<file path="config.mk">
export PLATFORM = sky130hd
export DESIGN_NAME = idli_trace_m
export DESIGN_NICKNAME = d
export VERILOG_FILES = /design/src/rtl/idli_pkg.sv /design/src/rtl/idli_trace_fifo_m.sv /design/src/rtl/idli_trace_m.sv
export SDC_FILE = /design/constraint.sdc
export NUM_CORES = 1
export LEC_CHECK = 0
export CAP_MARGIN = 5
export CORE_MARGIN = 5
export CORE_UTILIZATION = 59
export CTS_BUF_LIST = sky130_fd_sc_hd__clkbuf_4 sky130_fd_sc_hd__clkbuf_8 sky130_fd_sc_hd__clkbuf_16
export DETAILED_ROUTE_END_ITERATION = 6
export GPL_TIMING_DRIVEN = 1
export PLACE_DENSITY = 0.8
export SLEW_MARGIN = 20
export SYNTH_ARGS = -nofsm -noshare
export SYNTH_HDL_FRONTEND = slang
export SYNTH_SLANG_ARGS = --single-unit
</file>
<file path="constraint.sdc">
create_clock -name gck -period 5.35 [get_ports gck]
set_input_delay 1.07 -clock gck [delete_from_list [all_inputs] [get_ports gck]]
set_output_delay 1.07 -clock gck [all_outputs]
set_load 0.05 [all_outputs]
</file>
<file path="src/rtl/idli_pkg.sv">
// idli shared types: core word, register index and trace entry layout.
// Trace entry carries predicate fields; see IDLI_TRACE_PRED_EN in idli_trace_m.
package idli_pkg;

  localparam int NUM_REGS    = 16;
  localparam int DATA_W      = 16;
  localparam int TRACE_DEPTH = 4;

  typedef logic [1:0]                  ctr_t;
  typedef logic [DATA_W-1:0]           data_t;
  typedef logic [$clog2(NUM_REGS)-1:0] reg_t;
  typedef logic [NUM_REGS-1:0]         mask_t;

  typedef struct packed {
    data_t pc;
    mask_t reg_mask;
    logic  pred_vld;
    logic  pred;
  } trace_ent_t;

  // Stored form when predicate tracking is built out.
  typedef struct packed {
    data_t pc;
    mask_t reg_mask;
  } trace_core_t;

  // One-hot mask bit for a register write; r0 is hardwired and never set.
  function automatic mask_t reg_bit(input reg_t r, input int nregs);
    mask_t m;
    m = '0;
    if (r != '0 && int'(r) < nregs)
      m[r] = 1'b1;
    return m;
  endfunction

endpackage

</file>
<file path="src/rtl/idli_trace_fifo_m.sv">
// idli trace FIFO: DEPTH-entry ring, power-of-two pointers.
// Push while full is accepted only if a pop happens on the same edge.
module idli_trace_fifo_m #(
  parameter int  DEPTH = 4,
  parameter type T     = logic
) (
  input  logic                       gck,
  input  logic                       rst_n,
  input  logic                       push,
  input  T                           din,
  input  logic                       rdy,
  output logic                       vld,
  output logic                       full,
  output logic                       pop,
  output T                           dout,
  output logic [$clog2(DEPTH+1)-1:0] cnt
);

  localparam int PW = $clog2(DEPTH);
  localparam int CW = $clog2(DEPTH+1);

  T              mem [DEPTH];
  logic [PW-1:0] wr_ptr;
  logic [PW-1:0] rd_ptr;
  logic          wr_en;

  assign vld   = (cnt != '0);
  assign full  = (cnt == CW'(DEPTH));
  assign pop   = vld && rdy;
  assign wr_en = push && (!full || pop);
  assign dout  = mem[rd_ptr];

  // Storage needs no reset; head is only meaningful while vld is high.
  always_ff @(posedge gck) begin
    if (wr_en)
      mem[wr_ptr] <= din;
  end

  // Pointers wrap naturally at DEPTH; count tracks occupancy.
  always_ff @(posedge gck or negedge rst_n) begin
    if (!rst_n) begin
      wr_ptr <= '0;
      rd_ptr <= '0;
      cnt    <= '0;
    end else begin
      if (wr_en)
        wr_ptr <= wr_ptr + PW'(1);
      if (pop)
        rd_ptr <= rd_ptr + PW'(1);
      if (wr_en && !pop)
        cnt <= cnt + CW'(1);
      else if (pop && !wr_en)
        cnt <= cnt - CW'(1);
    end
  end

endmodule

</file>
<file path="src/rtl/idli_trace_m.sv">
// idli retirement trace: accumulates pc/reg writes/predicate per instruction.
// IDLI_TRACE_PRED_EN defined adds predicate tracking; otherwise pred fields read 0.
module idli_trace_m
  import idli_pkg::*;
#(
  parameter int DEPTH = TRACE_DEPTH,
  parameter int NREGS = NUM_REGS
) (
  input  logic                       gck,
  input  logic                       rst_n,
  input  ctr_t                       i_ctr,
  input  logic                       i_run_instr,
  input  logic                       i_mem_op,
  input  logic                       i_mem_last,
  input  logic                       i_enc_new,
  input  data_t                      i_pc,
  input  logic                       i_reg_wr,
  input  reg_t                       i_reg,
  input  logic                       i_pred_wr,
  input  logic                       i_pred_val,
  input  logic                       i_trc_rdy,
  input  logic                       i_ovf_clr,
  output logic                       o_trc_vld,
  output trace_ent_t                 o_trc_ent,
  output logic [$clog2(DEPTH+1)-1:0] o_trc_cnt,
  output logic                       o_trc_ovf
);

`ifdef IDLI_TRACE_PRED_EN
  typedef trace_ent_t fifo_ent_t;
  logic acc_pv, acc_p;
  logic nxt_pv, nxt_p;
`else
  typedef trace_core_t fifo_ent_t;
  logic unused_pred;
  assign unused_pred = i_pred_wr ^ i_pred_val;
`endif

  data_t     acc_pc, nxt_pc;
  mask_t     acc_mask, nxt_mask;
  logic      retire;
  logic      full;
  logic      pop;
  fifo_ent_t push_ent;
  fifo_ent_t head;

  assign retire = (i_ctr == 2'd3) && i_run_instr
               && (!i_mem_op || i_mem_last);

  // Accumulator view including this edge's updates.
  always_comb begin
    nxt_pc   = acc_pc;
    nxt_mask = acc_mask;
`ifdef IDLI_TRACE_PRED_EN
    nxt_pv   = acc_pv;
    nxt_p    = acc_p;
`endif
    if (i_ctr == 2'd0) begin
      if (i_enc_new)
        nxt_pc = i_pc;
      if (i_reg_wr)
        nxt_mask = acc_mask | reg_bit(i_reg, NREGS);
`ifdef IDLI_TRACE_PRED_EN
      if (i_pred_wr) begin
        nxt_pv = 1'b1;
        nxt_p  = i_pred_val;
      end
`endif
    end
  end

  // Accumulator register; retire clears per-instruction state, keeps pc.
  always_ff @(posedge gck or negedge rst_n) begin
    if (!rst_n) begin
      acc_pc   <= '0;
      acc_mask <= '0;
`ifdef IDLI_TRACE_PRED_EN
      acc_pv   <= 1'b0;
      acc_p    <= 1'b0;
`endif
    end else begin
      acc_pc   <= nxt_pc;
      acc_mask <= retire ? '0 : nxt_mask;
`ifdef IDLI_TRACE_PRED_EN
      acc_pv   <= retire ? 1'b0 : nxt_pv;
      acc_p    <= retire ? 1'b0 : nxt_p;
`endif
    end
  end

  // Entry packing between accumulator, FIFO and output.
  always_comb begin
    push_ent.pc       = nxt_pc;
    push_ent.reg_mask = nxt_mask;
    o_trc_ent.pc       = head.pc;
    o_trc_ent.reg_mask = head.reg_mask;
`ifdef IDLI_TRACE_PRED_EN
    push_ent.pred_vld  = nxt_pv;
    push_ent.pred      = nxt_p;
    o_trc_ent.pred_vld = head.pred_vld;
    o_trc_ent.pred     = head.pred;
`else
    o_trc_ent.pred_vld = 1'b0;
    o_trc_ent.pred     = 1'b0;
`endif
  end

  idli_trace_fifo_m #(
    .DEPTH (DEPTH),
    .T     (fifo_ent_t)
  ) u_fifo (
    .gck   (gck),
    .rst_n (rst_n),
    .push  (retire),
    .din   (push_ent),
    .rdy   (i_trc_rdy),
    .vld   (o_trc_vld),
    .full  (full),
    .pop   (pop),
    .dout  (head),
    .cnt   (o_trc_cnt)
  );

  // Sticky overflow; a drop on the same edge beats the clear.
  always_ff @(posedge gck or negedge rst_n) begin
    if (!rst_n)
      o_trc_ovf <= 1'b0;
    else if (retire && full && !pop)
      o_trc_ovf <= 1'b1;
    else if (i_ovf_clr)
      o_trc_ovf <= 1'b0;
  end

endmodule
</file>
==> flow_summary.ini, run 1 <==
[outcome]
status = completed

[synth]
synth.distinct_cells = 34
synth_xor_area_share_pct = 0.820
synth_compound_area_share_pct = 2.01
synth_cells = 302
ys_warn_count = 0
synth_simple_gate_area_share_pct = 4.22
synth-seq-cells = 168
synth_edf_count = 128
synth_fa_ha_area_share_pct = 1.29
synth_top_family_by_area = multiplexers
yosysTopAreaCell = edfxtp_1
seq_area_frac_synth_pct = 75.6
synth_area_leaders = edfxtp_1, dfrtp_1, mux4_2
synth.avg_cell_area_um2 = 21.2
syn_area_um2 = 6410
synthMuxAreaShare_pct = 14.5
synth.most_common_cell = edfxtp_1
synth_common_cells = edfxtp_1, dfrtp_1, mux4_2
netlist.area_leader.share_pct = 60.0
async_reset_ff_share_pct = 23.8
synth_flop_cell = edfxtp_1

[worst_setup_path]
reg2regPathDepth = 6
critPathMaxFanout = 18
crit_type = flop to primary output
setup.worst_path.end_class = primary output
arrival_ns = 3.06
startpoint_type = flop
required_ns = 4.28

[power]
p_leak_nw = 2.90
powerDensity_nw_per_um2 = 536
p_sw_share_pct = 33.0
pwr-share-clk_pct = 27.6
p_comb_share_pct = 32.9
ir_worst_vdd_v = 0.000357
pwr-share-seq_pct = 39.5
internal_power_mw = 2.79
p_sw_mw = 1.38

[route]
wl_per_cell_um = 20.8
wl_um = 11100
num_vias = 2998
via_per_inst = 5.64
drc = 0
firstDrtPassIters = 4
ant_nets = 0
drt_iter0_drc = 164

[clock_network]
post_cts_buffers = 0
cts.sink_count = 168
cts-buffers-inserted = 17
postCtsHoldBufs = 0
cts_root_buf = clkbuf_8
cts_buffer_depth = 2
cts_max_level = 4
cts_tree = built
insertion_delay_ns = 0.52
clk_pin_slew_ns = 0.06
post_cts_resized = 0

[global_route]
antenna_found_initial = 0
grt_pass1_vias = 3301
grt-ovfl-total = 0
grtUsageTotal_pct = 19.1
grt_pass1_wl_um = 18100
grt_max_degree = 41

[run]
max_cap_violations = 0

[cells_and_area]
finalNetCount = 418
drive_above_1_share_pct = 23.5
regArea_um2 = 4850
final_area_um2 = 7770
nFillCells = 683
diodes = 0
area_growth_pct = 21.2
multi_input_area_um2 = 1470

[sta]
hold_viol = 0
drv_slew = 0
worst_pin_slew_ns = 1.09
setup_violations = 0
finClkSkew_ns = 0.00772
finalSetupTns_ns = 0
fmax_ghz = 0.242
grt_setup_unrepaired = false
fin_crit_ns = 4.13
slew-limit-headroom_pct = 27.4
layout_setup_ws_ns = 1.22
finalCritPeriodShare_pct = 77.2
whs_ns = 0.505

[die]
dieArea_um2 = 13000
die_width_um = 114
initial_core_util_pct = 59.6
ios = 72
die_y_um = 114
placement_rows = 38
core_region_area_um2 = 10700

[place]
gp_congestion = 0.747
placed_area_um2 = 7190
dp_slack_ns = 1.70
dp_hpwl_um = 6610
port_buffers = 67

[worst_hold_path]
whs_path_depth = 1
min_path_type = flop to flop
worst paths after layout:
path,to,slack (ns),start
max,o_trc_ent[17],1.22,u_fifo.rd_ptr[0]$_DFFE_PN0N_
min,u_fifo.cnt[2]$_DFFE_PN0P_,0.51,u_fifo.cnt[2]$_DFFE_PN0P_
max reg2reg,u_fifo.cnt[1]$_DFFE_PN0P_,2.78,u_fifo.cnt[0]$_DFFE_PN0P_
min reg2reg,u_fifo.cnt[2]$_DFFE_PN0P_,0.51,u_fifo.cnt[2]$_DFFE_PN0P_
max in group asynchronous,u_fifo.rd_ptr[0]$_DFFE_PN0N_,4.40,rst_n
min in group asynchronous,acc_pc[7]$_DFF_PN0_,0.54,rst_n
kinds of logic after synthesis:
logic type                 Yosys count
muxes                               50
AOI/OAI and AO/OA                   17
other                                1
xor gates and xnor gates             6
DFF                                168
and+or+nand+nor                     37
buffers and inverters               17
adders and majority gates            6
state kept, by name (all words and copies together) (netlist names):
register,count
u_fifo.cnt,3
u_fifo.wr_ptr,2
acc_pc,16
u_fifo.mem,128
u_fifo.rd_ptr,2
acc_mask,16
o_trc_ovf,1
routing by layer:
metal / vias to the layer above / track usage, % / wire length, µm
met1: 1557 / 24.7 / 4580
met4: 0 / 8.00 / 207
li1: 1351 / - / -
met3: 18 / 5.02 / 491
met2: 72 / 31.1 / 5800
met5: - / 0 / 0
power groups by stage:
stage	Clock, mW	Combinational [mW]	Sequential, mW
3_3_place_gp	0	1.37	1.67
3_5_place_dp	0	1.39	1.67
4_1_cts	1.17	1.39	1.65
6_report	1.15	1.37	1.64
5_1_grt	1.24	1.44	1.67
2_1_floorplan	0	1.01	1.63
worst max-delay path: stages (launching register included):
cell	delay, ns
dfrtp_2	0.75
buf_4	0.47
mux4_2	0.58
clkdlybuf4s50_1	0.72
stage by stage:
step | total power, mW | utilization, % | cells
5_1_grt | 4.34 | 72.3 | 532
6_report | 4.16 | 72.3 | 532
3_3_place_gp | 3.04 | 66.9 | 500
3_5_place_dp | 3.06 | 66.9 | 500
2_1_floorplan | 2.65 | - | 303
4_1_cts | 4.21 | 72.3 | 532
cell usage in the layout (no fill, tap or decap), types with 2 or more instances in the layout:
cell,instances
edfxtp_1,128
xor2_1,2
a21o_1,15
clkbuf_8,3
inv_1,4
nor2_1,2
clkinvlp_4,3
and3b_1,2
conb_1,2
mux2_2,17
clkbuf_16,16
xnor2_1,4
clkdlybuf4s50_1,66
nand3_1,2
and2_2,4
ha_1,5
clkinv_1,3
mux4_2,32
nor2b_1,6
dfrtp_1,39
bufinv_16,2
clkbuf_4,4
buf_4,4
nor4b_1,3
and2b_1,9
final cells by class:
type / count / area share, %
flip-flops and latches: 168 / 62.4
multi-input cells: 118 / 18.9
repair buffers: 70 / 8.89
clock buffers: 23 / 6.07
well taps: 140 / 2.26
clock inverters: 9 / 1.27
inverters: 4 / 0.193
(Power assumes the default switching activity.)
==> inputs of run 2 (changes only) <==
--- a/config.mk
+++ b/config.mk
@@ -7,11 +7,11 @@
 export LEC_CHECK = 0
 export CAP_MARGIN = 5
 export CORE_MARGIN = 5
-export CORE_UTILIZATION = 59
+export CORE_UTILIZATION = 56
 export CTS_BUF_LIST = sky130_fd_sc_hd__clkbuf_4 sky130_fd_sc_hd__clkbuf_8 sky130_fd_sc_hd__clkbuf_16
 export DETAILED_ROUTE_END_ITERATION = 6
 export GPL_TIMING_DRIVEN = 1
-export PLACE_DENSITY = 0.8
+export PLACE_DENSITY = 0.77
 export SLEW_MARGIN = 20
 export SYNTH_ARGS = -nofsm -noshare
 export SYNTH_HDL_FRONTEND = slang
==> constraint.sdc (replaced) <==
create_clock -name gck -period 4.1 [get_ports gck]
set_input_delay 0.82 -clock gck [delete_from_list [all_inputs] [get_ports gck]]
set_output_delay 0.82 -clock gck [all_outputs]
set_load 0.05 [all_outputs]
==> run 2 against run 1 <==
Compared with the run above: critical path depth stayed put; total power is 34% higher; non-clock buffer count is 7 higher; clock-buffer cell count is 4 lower; routed wire length is 6.8% higher; sequential power is 29% higher; sequential share of layout area is 1.0 points lower; final cell count is 1.7% higher; clock power is 38% higher; global-route usage is 0.11 points higher; critical path type unchanged; critical endpoint is now o_trc_ent[15]; largest cell class unchanged.
==> flow_summary.ini, run 2 (same netlist as run 1, synthesis figures left out) <==
[power]
ir_worst_vdd_v = 0.000503
p_leak_nw = 2.96
powerDensity_nw_per_um2 = 705
total_power_mw = 5.57

[place]
dp_hpwl_um = 7070
placed_area_um2 = 7300
port_buffers = 67
gp_congestion = 0.780
dp_slack_ns = 0.737

[cells_and_area]
final_cell_mix = edfxtp_1, clkdlybuf4s50_1, dfrtp_1
area_growth_pct = 23.3
drive_above_1_share_pct = 25.1
multi_input_area_um2 = 1470
diodes = 0
nFillCells = 675
reg_top3 = u_fifo.mem (128), acc_mask (16), acc_pc (16)
regArea_um2 = 4850
largest_register_ff_count = 128
top_register = u_fifo.mem
final_area_um2 = 7900
finalCoreUtilization_pct = 69.8
finalNetCount = 425
layout_commonest_cell = edfxtp_1

[route]
ant_nets = 0
drt_iter0_drc = 269
via_per_inst = 5.71
num_vias = 3091
firstDrtPassIters = 4
wl_um = 11800
drc = 0
wl_per_cell_um = 21.9

[sta]
hold_viol = 0
finalSetupTns_ns = 0
finClkSkew_ns = 0.00665
finalCritPeriodShare_pct = 84.4
worst_pin_slew_ns = 0.964
fin_crit_ns = 3.46
layout_setup_ws_ns = 0.641
drv_slew = 0
fmax_ghz = 0.289
setup_violations = 0
slew-limit-headroom_pct = 35.5
grt_setup_unrepaired = false

[die]
placement_rows = 39
dieArea_um2 = 13700
ios = 72
die_width_um = 117
core_region_area_um2 = 11300
die_y_um = 117
initial_core_util_pct = 56.6

[worst_setup_path]
startpoint_type = flop
setup.worst_path.end_class = primary output
critPathMaxFanout = 12
cp_cell_sequence = buf_4, mux4_2, clkdlybuf4s50_1
max_stage_delay_ns = 0.72
arrival_ns = 2.64
crit_type = flop to primary output
required_ns = 3.28
cpMaxStageDelayCell = clkdlybuf4s50_1
ff2ff_setup_slack_ns = 1.75

[clock_network]
insertion_delay_ns = 0.42
postCtsHoldBufs = 0
post_cts_buffers = 0
post_cts_resized = 0
cts_max_level = 4
cts_root_buf = clkbuf_16
cts-buffers-inserted = 17
clk_pin_slew_ns = 0.06
cts_buffer_depth = 2
cts_tree = built
cts.sink_count = 168

[worst_hold_path]
min_path_type = flop to flop

[global_route]
grt_pass1_wl_um = 18800
grt_pass1_vias = 3348
antenna_found_initial = 0
grt_max_degree = 41
grtUsageTotal_pct = 19.2
grt-ovfl-total = 0

[run]
max_cap_violations = 0

[outcome]
status = completed
-- run 2: metrics by stage --
step | hold slack, ns | cells
floorplan | 0.462 | 303
global route | 0.530 | 541
detailed placement | 0.502 | 510
finish | 0.515 | 541
global placement | 0.484 | 510
CTS | 0.517 | 541
-- run 2: final timing paths --
check / endpoint / start / depth (start not counted)
worst max-delay path: o_trc_ent[15] / u_fifo.rd_ptr[0]$_DFFE_PN0N_ / 3
worst min-delay path: u_fifo.cnt[2]$_DFFE_PN0P_ / u_fifo.cnt[2]$_DFFE_PN0P_ / 1
worst max register to register: u_fifo.cnt[2]$_DFFE_PN0P_ / u_fifo.cnt[2]$_DFFE_PN0P_ / 9
worst min register to register: u_fifo.cnt[2]$_DFFE_PN0P_ / u_fifo.cnt[2]$_DFFE_PN0P_ / 1
max in group asynchronous: u_fifo.rd_ptr[0]$_DFFE_PN0N_ / rst_n / 1
min in group asynchronous: acc_pc[7]$_DFF_PN0_ / rst_n / 1
-- run 2: layer usage --
| layer | share of wire (%) | GRT usage, % |
|---|---|---|
| met5 | 0 | 0 |
| met2 | 53 | 31.8 |
| met3 | 5.0 | 5.45 |
| met1 | 41 | 25.2 |
| met4 | 0.95 | 5.66 |
-- run 2: final cells by class --
class                           count  share of cell area [%]
Clock inverter                     12                    1.93
Clock buffer                       19                    5.65
Timing Repair Buffer               77                    10.0
Sequential cell                   168                    61.3
Tap cell                          143                    2.27
Inverter                            4                   0.190
Multi-Input combinational cell    118                    18.6
-- run 2: worst max-delay path: cells and delay by family (launching register included) --
| family | cells | cell delay, ns |
|---|---|---|
| flip-flops | 1 | 0.65 |
| buffers and inverters | 2 | 1.03 |
| multiplexers | 1 | 0.53 |
-- run 2: where the power goes --
part	leakage (nW)	switching [mW]	total, mW	internal [mW]
registers	1.68	0.113	2.12	2.00
clock network	0.286	0.615	1.59	0.975
logic	0.991	1.11	1.86	0.750
total	2.96	1.84	5.57	3.73
==> inputs of run 3 (changes only) <==
==> constraint.sdc (replaced) <==
create_clock -name gck -period 3.3 [get_ports gck]
set_input_delay 0.66 -clock gck [delete_from_list [all_inputs] [get_ports gck]]
set_output_delay 0.66 -clock gck [all_outputs]
set_load 0.05 [all_outputs]
==> run 3 against run 2 <==
Compared with the run above: total power grew 26%; critical path type unchanged; sequential power is 24% higher; critical path depth stayed put; sequential share of layout area decreased by 0.60 points; combinational power is 30% higher; routed wire length shrank 3.2%; register-to-register slack lost 0.58 ns; via count decreased by 1.2%; critical endpoint is now o_trc_ent[2]; largest power group unchanged; first-iteration DRC count is 45% lower.
==> flow_summary.ini, run 3 (same netlist as run 1, synthesis figures left out) <==
[cells_and_area]
regArea_um2 = 4850
diodes = 0
final_area_um2 = 7980
final_cell_mix = edfxtp_1, dfrtp_1, clkdlybuf4s50_1
top_register = u_fifo.mem
multi_input_area_um2 = 1470
finalNonFillerCells = 547
reg_top3 = u_fifo.mem (128), acc_mask (16), acc_pc (16)
finalNetCount = 430
nFillCells = 680
finalCoreUtilization_pct = 70.5
largest_register_ff_count = 128
drive_above_1_share_pct = 34.2
layout_commonest_cell = edfxtp_1
area_growth_pct = 24.5

[power]
pwr-share-seq_pct = 37.6
p_sw_mw = 2.28
internal_power_mw = 4.72
ir_worst_vdd_v = 0.000600
p_comb_share_pct = 34.4
pwr-share-clk_pct = 27.9
p_sw_share_pct = 32.6
p_leak_nw = 3.07
powerDensity_nw_per_um2 = 878
total_power_mw = 7.00

[sta]
fin_crit_ns = 2.75
fmax_ghz = 0.363
finalCritPeriodShare_pct = 83.4
layout_setup_ws_ns = 0.546
worst_pin_slew_ns = 0.936
hold_viol = 0
setup_violations = 0
whs_ns = 0.391
grt_setup_unrepaired = false
finalSetupTns_ns = 0
slew-limit-headroom_pct = 37.6
finClkSkew_ns = 0.00832
drv_slew = 0

[clock_network]
cts_root_buf = clkbuf_16
cts_max_level = 4
insertion_delay_ns = 0.41
postCtsHoldBufs = 0
cts-buffers-inserted = 17
post_cts_resized = 0
clk_pin_slew_ns = 0.06
post_cts_buffers = 0
cts.sink_count = 168
cts_buffer_depth = 2
cts_tree = built

[global_route]
grt_pass1_vias = 3274
grt_pass1_wl_um = 17900
antenna_found_initial = 0
grtUsageTotal_pct = 18.1
grt-ovfl-total = 0
grt_max_degree = 41

[route]
drt_iter0_drc = 147
ant_nets = 0
wl_um = 11400
via_per_inst = 5.58
wl_per_cell_um = 20.9
drc = 0
firstDrtPassIters = 4
num_vias = 3053

[die]
initial_core_util_pct = 56.6
ios = 72
die_width_um = 117
core_region_area_um2 = 11300
die_y_um = 117
placement_rows = 39
dieArea_um2 = 13700

[worst_setup_path]
startpoint_type = flop
arrival_ns = 2.09
crit_type = flop to primary output
required_ns = 2.64
setup.worst_path.end_class = primary output
critPathMaxFanout = 23

[worst_hold_path]
min_path_type = input pin to async pin

[place]
placed_area_um2 = 7380
dp_hpwl_um = 6930
port_buffers = 67
gp_congestion = 0.773
dp.cells = 515
dp_slack_ns = 0.383

[outcome]
status = completed

[run]
max_cap_violations = 0
run 3: cell types whose count changed in the layout (fill, tap and decap cells not counted), sizes merged:
cell and change:
buf +37, clkbuf +3, clkdlybuf4s50 -32, clkinv -2
run 3: worst max-delay path: stages, from the launching register on:
cell and delay (ns):
dfrtp_2 0.63, buf_12 0.28, mux4_2 0.59, buf_12 0.18
run 3: power groups by stage:
stage          Clock [mW]  Combinational (mW)  Sequential [mW]
2_1_floorplan           0                1.64             2.65
3_3_place_gp            0                2.41             2.67
6_report             1.96                2.41             2.63
4_1_cts              1.99                2.45             2.64
5_1_grt              2.08                2.54             2.66
3_5_place_dp            0                2.43             2.68
run 3: area by class of cell:
class	instances	share of cell area [%]
Inverter	4	0.188
Clock buffer	22	5.80
Timing Repair Buffer	82	10.9
Sequential cell	168	60.8
Multi-Input combinational cell	118	18.4
Clock inverter	10	1.65
Tap cell	143	2.24
run 3: per-layer routing:
metal	track usage, %	wire [µm]	up-vias
li1	-	-	1376
met5	0	0	-
met3	5.14	446	13
met2	28.9	5890	68
met1	24.5	4990	1596
met4	6.12	123	0
run 3: final timing paths:
path,startpoint,to,slack (ns),cells past startpoint
max,u_fifo.rd_ptr[0]$_DFFE_PN0N_,o_trc_ent[2],0.55,3
min,rst_n,acc_pc[7]$_DFF_PN0_,0.39,1
max reg2reg,u_fifo.cnt[2]$_DFFE_PN0P_,u_fifo.cnt[2]$_DFFE_PN0P_,1.17,9
min reg2reg,u_fifo.cnt[2]$_DFFE_PN0P_,u_fifo.cnt[2]$_DFFE_PN0P_,0.53,1
max in group asynchronous,rst_n,u_fifo.rd_ptr[0]$_DFFE_PN0N_,2.26,1
min in group gck,u_fifo.cnt[2]$_DFFE_PN0P_,u_fifo.cnt[2]$_DFFE_PN0P_,0.53,1
